**config.mk**
```make
export PLATFORM = sky130hd
export DESIGN_NAME = hazard_fwd_unit
export DESIGN_NICKNAME = d
export VERILOG_FILES = /design/src/rtl/cpu_defs.sv /design/src/rtl/fwd_sel.sv /design/src/rtl/hazard_fwd_unit.sv
export SDC_FILE = /design/constraint.sdc
export NUM_CORES = 1
export LEC_CHECK = 0
export CAP_MARGIN = 10
export CORE_AREA = 10 10 114 116
export DETAILED_ROUTE_END_ITERATION = 12
export DIE_AREA = 0 0 124 126
export PLACE_DENSITY = 0.65
export SYNTH_ARGS = -nofsm -noshare
export SYNTH_HDL_FRONTEND = slang
export SYNTH_SLANG_ARGS = --single-unit
```
**constraint.sdc**
```tcl
create_clock -name clk -period 2.28 [get_ports clk]
set_input_delay 0.57 -clock clk [delete_from_list [all_inputs] [get_ports clk]]
set_output_delay 0.57 -clock clk [all_outputs]
set_load 0.02 [all_outputs]
```
**src/rtl/cpu_defs.sv**
```systemverilog
// Shared definitions for the RV32I pipeline control blocks: register-index
// width and the ALU operand forward-select encoding.
package cpu_defs;

  localparam int unsigned REG_AW = 5;

  typedef enum logic [1:0] {
    FWD_REG = 2'b00,
    FWD_Y   = 2'b01,
    FWD_MD  = 2'b10
  } fwd_t;

endpackage

```
**src/rtl/fwd_sel.sv**
```systemverilog
// Per-operand forward selection: picks the youngest in-flight producer of rs.
module fwd_sel
  import cpu_defs::*;
#(
  parameter int unsigned REG_AW = cpu_defs::REG_AW
) (
  input  logic [REG_AW-1:0] rs,
  input  logic              used,
  input  logic              ex_v,
  input  logic [REG_AW-1:0] ex_rd,
  input  logic              ex_we,
  input  logic              mem_v,
  input  logic [REG_AW-1:0] mem_rd,
  input  logic              mem_we,
  output fwd_t              sel,
  output logic              hit_ex
);

  logic hit_mem;

  // x0 is hardwired to zero, so a write to it never produces a forward.
  always_comb begin
    hit_ex  = used & ex_v  & ex_we  & (ex_rd  != '0) & (ex_rd  == rs);
    hit_mem = used & mem_v & mem_we & (mem_rd != '0) & (mem_rd == rs);
    sel     = FWD_REG;
    if (hit_ex) begin
      sel = FWD_Y;
    end else if (hit_mem) begin
      sel = FWD_MD;
    end
  end

endmodule

```
**src/rtl/hazard_fwd_unit.sv**
```systemverilog
// Hazard/forwarding controller for the 5-stage RV32I core: shadows EX/MEM
// destination info, registers ALU forward selects, and drives stall/flush.
module hazard_fwd_unit
  import cpu_defs::*;
#(
  parameter int unsigned REG_AW = cpu_defs::REG_AW,
  parameter int unsigned CNT_W  = 32
) (
  input  logic              clk,
  input  logic              rst,
  input  logic              id_valid,
  input  logic [REG_AW-1:0] id_rs1,
  input  logic [REG_AW-1:0] id_rs2,
  input  logic              id_rs1_used,
  input  logic              id_rs2_used,
  input  logic [REG_AW-1:0] id_rd,
  input  logic              id_reg_write,
  input  logic              id_mem_read,
  input  logic              br_taken,
  output logic [1:0]        afwd,
  output logic [1:0]        bfwd,
  output logic              stall_if,
  output logic              bubble_ex,
  output logic              flush_id,
  output logic [CNT_W-1:0]  stall_cnt,
  output logic [CNT_W-1:0]  flush_cnt
);

  logic              ex_v, ex_we, ex_ld;
  logic [REG_AW-1:0] ex_rd;
  logic              mem_v, mem_we;
  logic [REG_AW-1:0] mem_rd;

  fwd_t a_sel, b_sel;
  logic a_hit_ex, b_hit_ex;
  logic load_use, issue;

  fwd_sel #(.REG_AW(REG_AW)) u_fwd_a (
    .rs     (id_rs1),
    .used   (id_rs1_used),
    .ex_v   (ex_v),
    .ex_rd  (ex_rd),
    .ex_we  (ex_we),
    .mem_v  (mem_v),
    .mem_rd (mem_rd),
    .mem_we (mem_we),
    .sel    (a_sel),
    .hit_ex (a_hit_ex)
  );

  fwd_sel #(.REG_AW(REG_AW)) u_fwd_b (
    .rs     (id_rs2),
    .used   (id_rs2_used),
    .ex_v   (ex_v),
    .ex_rd  (ex_rd),
    .ex_we  (ex_we),
    .mem_v  (mem_v),
    .mem_rd (mem_rd),
    .mem_we (mem_we),
    .sel    (b_sel),
    .hit_ex (b_hit_ex)
  );

  // A redirect discards the ID instruction, so it overrides a load-use stall.
  always_comb begin
    load_use  = id_valid & ex_v & ex_ld & (a_hit_ex | b_hit_ex);
    issue     = id_valid & ~load_use & ~br_taken;
    stall_if  = load_use & ~br_taken;
    flush_id  = br_taken;
    bubble_ex = ~issue;
  end

  always_ff @(posedge clk) begin
    if (rst) begin
      ex_v      <= 1'b0;
      ex_rd     <= '0;
      ex_we     <= 1'b0;
      ex_ld     <= 1'b0;
      mem_v     <= 1'b0;
      mem_rd    <= '0;
      mem_we    <= 1'b0;
      afwd      <= FWD_REG;
      bfwd      <= FWD_REG;
      stall_cnt <= '0;
      flush_cnt <= '0;
    end else begin
      mem_v  <= ex_v;
      mem_rd <= ex_rd;
      mem_we <= ex_we;
      ex_v   <= issue;
      ex_rd  <= issue ? id_rd : '0;
      ex_we  <= issue & id_reg_write;
      ex_ld  <= issue & id_mem_read;
      afwd   <= issue ? a_sel : FWD_REG;
      bfwd   <= issue ? b_sel : FWD_REG;
      if (stall_if && stall_cnt != '1) begin
        stall_cnt <= stall_cnt + CNT_W'(1);
      end
      if (flush_id && flush_cnt != '1) begin
        flush_cnt <= flush_cnt + CNT_W'(1);
      end
    end
  end

endmodule

```
* Yosys cells after proc, flatten, opt, wreduce, memory -nomap -nowiden
Cells that the tools add are included.
Storage, ports and cells: flip-flop bits (word level) 83, word-level logic and storage cells 60, output and inout port bits 71, input bits 23
Cells by class: add/subtract/negate cells 2, eq/ne operators 6, muxes and demuxes 4, bitwise operators 28, reductions and logical operators 7
Operators by type and width (count):
- $add A32 B1 Y32 const B | 2
- $ne A32 B32 Y1 const B | 2
- $and A1 B1 Y1 | 24
- $eq A5 B5 Y1 | 4
- $reduce_bool A5 Y1 | 2
- $reduce_or A3 Y1 | 2
- $mux W2 | 2
- $not A1 Y1 | 3
- $logic_and A1 B1 Y1 | 2
- $mux W1 | 2
- $reduce_or A2 Y1 | 1
- $or A1 B1 Y1 | 1

* Depth between registers and ports, before layout
depth in word-level cells 11, depth in mapped cells 9, mapped depth without buffers 7

* Hierarchy
A second synthesis with hierarchy kept.
Second synthesis, totals: cells, all modules 490, area total of the unflattened synthesis 4232.8 um2
By module, submodules not included:
- hazard_fwd_unit | seq. area each 1661.6 um2, cells an instance 448, instances 1, area each 3912.5 um2
- fwd_sel | seq. area each 0.0 um2, cells an instance 21, instances 2, area each 160.2 um2

* Least setup slack after synthesis
OpenSTA, ideal clock, no wires.
path type input -> output, from input id_rs1[2], to output stall_if, arrival time 1.724 ns, cell stages on the path 7, slack -0.014 ns, data required time 1.710 ns, buffers on the path 2, path through xor2_1 -> nor4_1 -> and3_2 -> o21ai_4 -> buf_4 -> buf_4 -> inv_2
Between the ends: cells in the longest elaborated chain, start to end 5
Ends and longest elaborated chain:
- start, declared | line hazard_fwd_unit.sv:12 | input logic [REG_AW-1:0] id_rs1,
- $eq A5 B5 Y1 | line fwd_sel.sv:23 | hit_ex = used & ex_v & ex_we & (ex_rd != '0) & (ex_rd == rs);
- $and A1 B1 Y1 | line fwd_sel.sv:23
- $or A1 B1 Y1 | line hazard_fwd_unit.sv:66 | load_use = id_valid & ex_v & ex_ld & (a_hit_ex | b_hit_ex);
- $and A1 B1 Y1 | line hazard_fwd_unit.sv:66
- $and A1 B1 Y1 | line hazard_fwd_unit.sv:68 | stall_if = load_use & ~br_taken;
- end, declared | line hazard_fwd_unit.sv:22 | output logic stall_if,
Every way passes these cells.

* Worst setup path after layout
from register ex_rd[0], to output bubble_ex
Between the ends: cells in the longest elaborated chain, start to end 9, elaborated cells on any way between the ends 13, those cells by class eq/ne (2); bitwise (10); reduce/logical (1)
Ends and longest elaborated chain:
- start, declared | line hazard_fwd_unit.sv:30 | logic [REG_AW-1:0] ex_rd;
- start signal, assigned | line hazard_fwd_unit.sv:91 | ex_rd <= issue ? id_rd : '0;
- $reduce_bool A5 Y1 | line fwd_sel.sv:23
- $and A1 B1 Y1 (2 in series) | line fwd_sel.sv:23
- $or A1 B1 Y1 (*) | line hazard_fwd_unit.sv:66
- $and A1 B1 Y1 (*) | line hazard_fwd_unit.sv:66
- $not A1 Y1 (*) | line hazard_fwd_unit.sv:67 | issue = id_valid & ~load_use & ~br_taken;
- $and A1 B1 Y1 (*) (2 in series) | line hazard_fwd_unit.sv:67
- $not A1 Y1 (no source line) (*)
- end, declared | line hazard_fwd_unit.sv:23 | output logic bubble_ex,
Mark *: on every way between the ends. The rest lies on a longest branch, timed or not.

==> metrics.md <==
| Metric | Value |
|---|---|
| Initial DRC count | 191 |
| Layout cells sized above 1 | 19.3% |
| Worst vdd ir | 261 uV |
| Full die area | 0.0156 sq mm |
| Drt pass-1 iters | 4 |
| Synth area leader | dfxtp_1 |
| First-pass GRT wire length | 19400 microns |
| Clk Latency, worst-skew pair | 0.35 ns |
| GPL Wtd Cong | 0.876 |
| Net count after synthesis | 505 |
| Number of global-route vias before repair | 4005 |
| Root buffer cell | clkbuf_8 |
| Worst Path Max Fanout | 2 |
| Power Total | 2.72 mW |
| Switch share | 24.0% |
| Die height | 126 microns |
| CTS sink cnt | 83 |
| Slew Limit Fails | 0 |
| Core area | 0.0107 sq mm |
| Fin area | 0.00596 sq mm |
| Setup crit end | bubble_ex |
| Nets@finish | 656 |
| Fin. Hold Viols | 0 |
| Max-cap violations | 0 |
| H-tree levels | 3 |
| Reg2Reg Depth | 9 |
| Post-synth ARST share | 0% |
| Final TNS setup | -1.30 ns |
| Layout area overhead | 46.2% |
| Post-synth cell types | 49 |
| Reg2reg start | ex_rd[0] |
| ANT nets after route | 0 |
| Switching Power | 652 uW |
| CP max stage cell | or4_4 |
| Crit start category | flop |
| Worst-path cell chain | or4_4 > o211ai_1 > inv_1 > o211ai_1 > nand3_1 > buf_6 |
| Most frequent cells in the layout | clkdlybuf4s50_1, dfxtp_1, nor2_1 |
| Row count | 38 |
| Measured slew at the worst slew-check pin | 0.596 ns |
| Vias post-DR | 4075 |
| Final Cycle Share | 111% |
| Critical path arrival | 1.96 ns |
| Worst setup path startpoint | ex_rd[0] |
| Violated checks | setup timing |
| Synth top area cells | dfxtp_1, nor2_1, xor2_1 |
| Die X | 124 microns |
| FMAX | 395 MHz |
| Setup ws final | -0.254 ns |
| Worst Path Required | 1.71 ns |
| # hold bufs at CTS | 0 |
| Initial antenna violation count | 0 |
| Logic pwr share | 6.7% |
| DP Area | 0.00552 sq mm |
| Final WL | 11700 microns |
| Largest net degree at the start of global routing | 45 |
| Vias per inst | 5.25 |
| Reg power frac | 54.0% |
| Register area share after synthesis | 40.7% |
| Leakage | 2.14 nW |
| Synth top area share | 40.7% |
| Status | finished, violations left |
| Minimum clock period | 2.53 ns |
| CTS tree | yes |
| RSZ-0062 raised after global routing | yes |
| WS Path Type | reg2out |
| Reg clk slew, reported paths | 0.08 ns |
| ANT cells | 0 |
| GRT Overall Usage | 14.9% |
| Max clock buf depth | 2 |
| Setup slack, reg-to-reg | -0.06 ns |
| Clk pwr share | 39.3% |
| Reg-to-reg endpoint | stall_cnt[6] |
| Top cell by count, worst path | o211ai_1 |
| Worst setup EP type | output pin |
| Worst Hold Class | reg2reg |
| Grt ovf | 0 |
| Normalized max-slew margin | 59.9% |
| Synth warn | 0 |
| Syn Std Cell Area | 0.00408 sq mm |
| Seq cells post-synth | 83 |
| Io pins | 94 |
| Internal Dissipation | 2.07 mW |
| Clk_skew | 0.0137 ns |
| Pwr dens | 456 mW/mm^2 |
| Avg WL per Cell | 15.0 microns |
| Most common cell after layout, fill and taps aside | clkdlybuf4s50_1 |
| Num CTS Buffers | 9 |
| Mapped Cells | 480 |
| Primary FF master, synth | dfxtp_1 |
| # port buffers | 93 |
| Final Setup Violations | 21 |
| Post-synth EDFFs | 0 |
| Max incr delay on CP | 0.52 ns |
| Initial core utilization | 38.1% |
| Hpwl dp | 8680 microns |
| Syn avg cell area | 8.50 sq um |
| Fillers | 969 |
| DRC Markers | 0 |
## stage by stage
stage	hold slack (ns)	util [%]	worst slack, ns	std cells
final	0.469	55.7	-0.254	776
after global routing	0.492	55.7	-0.378	776
after CTS	0.473	55.2	-0.270	781
after detailed placement	0.449	51.6	-0.844	751
after global placement	0.458	51.6	-0.848	751
after floorplan	0.438	-	0.0140	480
## kinds of logic after synthesis
kind of cell    after synthesis  share of synthesized area (%)
compound gates               70                           11.0
xor+xnor                     47                           10.1
fa+ha+maj                     2                          0.614
buf+inv                      39                           4.17
flops                        83                           40.7
mux                           8                           2.18
simple gates                231                           31.2
## worst max-delay path: cells and delay by family (launching register included)
| family | cells | cell delay [ns] |
|---|---|---|
| AND/OR/NAND/NOR | 2 | 0.67 |
| AO/OA/AOI/OAI | 2 | 0.36 |
| buffers and inverters | 2 | 0.28 |
| flip-flops | 1 | 0.32 |
## worst min-delay path by stage
stage	to	slack, ns	depth (start not counted)	startpoint
global placement	mem_we	0.46	1	ex_we
global route	mem_we	0.49	1	ex_we
floorplan	mem_we	0.44	1	ex_we
detailed placement	mem_we	0.45	1	ex_we
CTS	mem_we	0.47	1	ex_we
finish	mem_we	0.47	1	ex_we
## power groups by stage
stage	Clock, mW	Sequential [mW]	Combinational (mW)
4_1_cts	1.11	1.47	0.183
3_5_place_dp	0	1.50	0.178
6_report	1.07	1.47	0.183
2_1_floorplan	0	1.51	0.0664
5_1_grt	1.17	1.47	0.199
3_3_place_gp	0	1.50	0.174
## registers in the layout, summed over array words and instances (netlist names)
name	count
flush_cnt	32
stall_cnt	32
ex_rd	5
mem_rd	5
afwd	2
bfwd	2
ex_ld	1
ex_v	1
ex_we	1
mem_v	1
mem_we	1
## Yosys cell counts, drive strengths merged (2+ instances only)
cell type	n
buf	6
nand2	23
ha	2
xor2	24
o31ai	16
inv	22
nor2	63
nor3	15
a21oi	30
nor4	13
mux2	7
o2111ai	2
nand3b	2
nand4	19
nor2b	14
dfxtp	83
o211ai	4
or4	18
clkbuf	11
nand3	32
o21ai	13
and3	8
xnor2	23
or3	14
and4	3
nor3b	3
## per-layer routing
layer,up-vias,GRT usage [%],share of wire (%),wire (microns)
met2,105,25.9,50,5830
met1,1945,17.1,42,4850
met3,6,5.36,7.8,911
met4,0,3.18,0.57,66
met5,-,0,0,0
li1,2019,-,-,-
## layout make-up
class | count | area, sq um | area share, %
clock buffer | 9 | 124 | 2.08
inverter | 22 | 85.1 | 1.43
clock inverter | 7 | 75.1 | 1.26
multi-input combinational | 358 | 2400 | 40.3
tap | 140 | 175 | 2.94
timing repair buffer | 157 | 1440 | 24.1
sequential | 83 | 1670 | 27.9
## timing repair
item                                    in CTS  in global routing
endpoints found under the setup margin      34                 60
gates resized for setup                     37                 21
pin swaps                                   13                  8
setup buffers                               14                  5
Note: power is estimated with default switching activity, not from simulation.
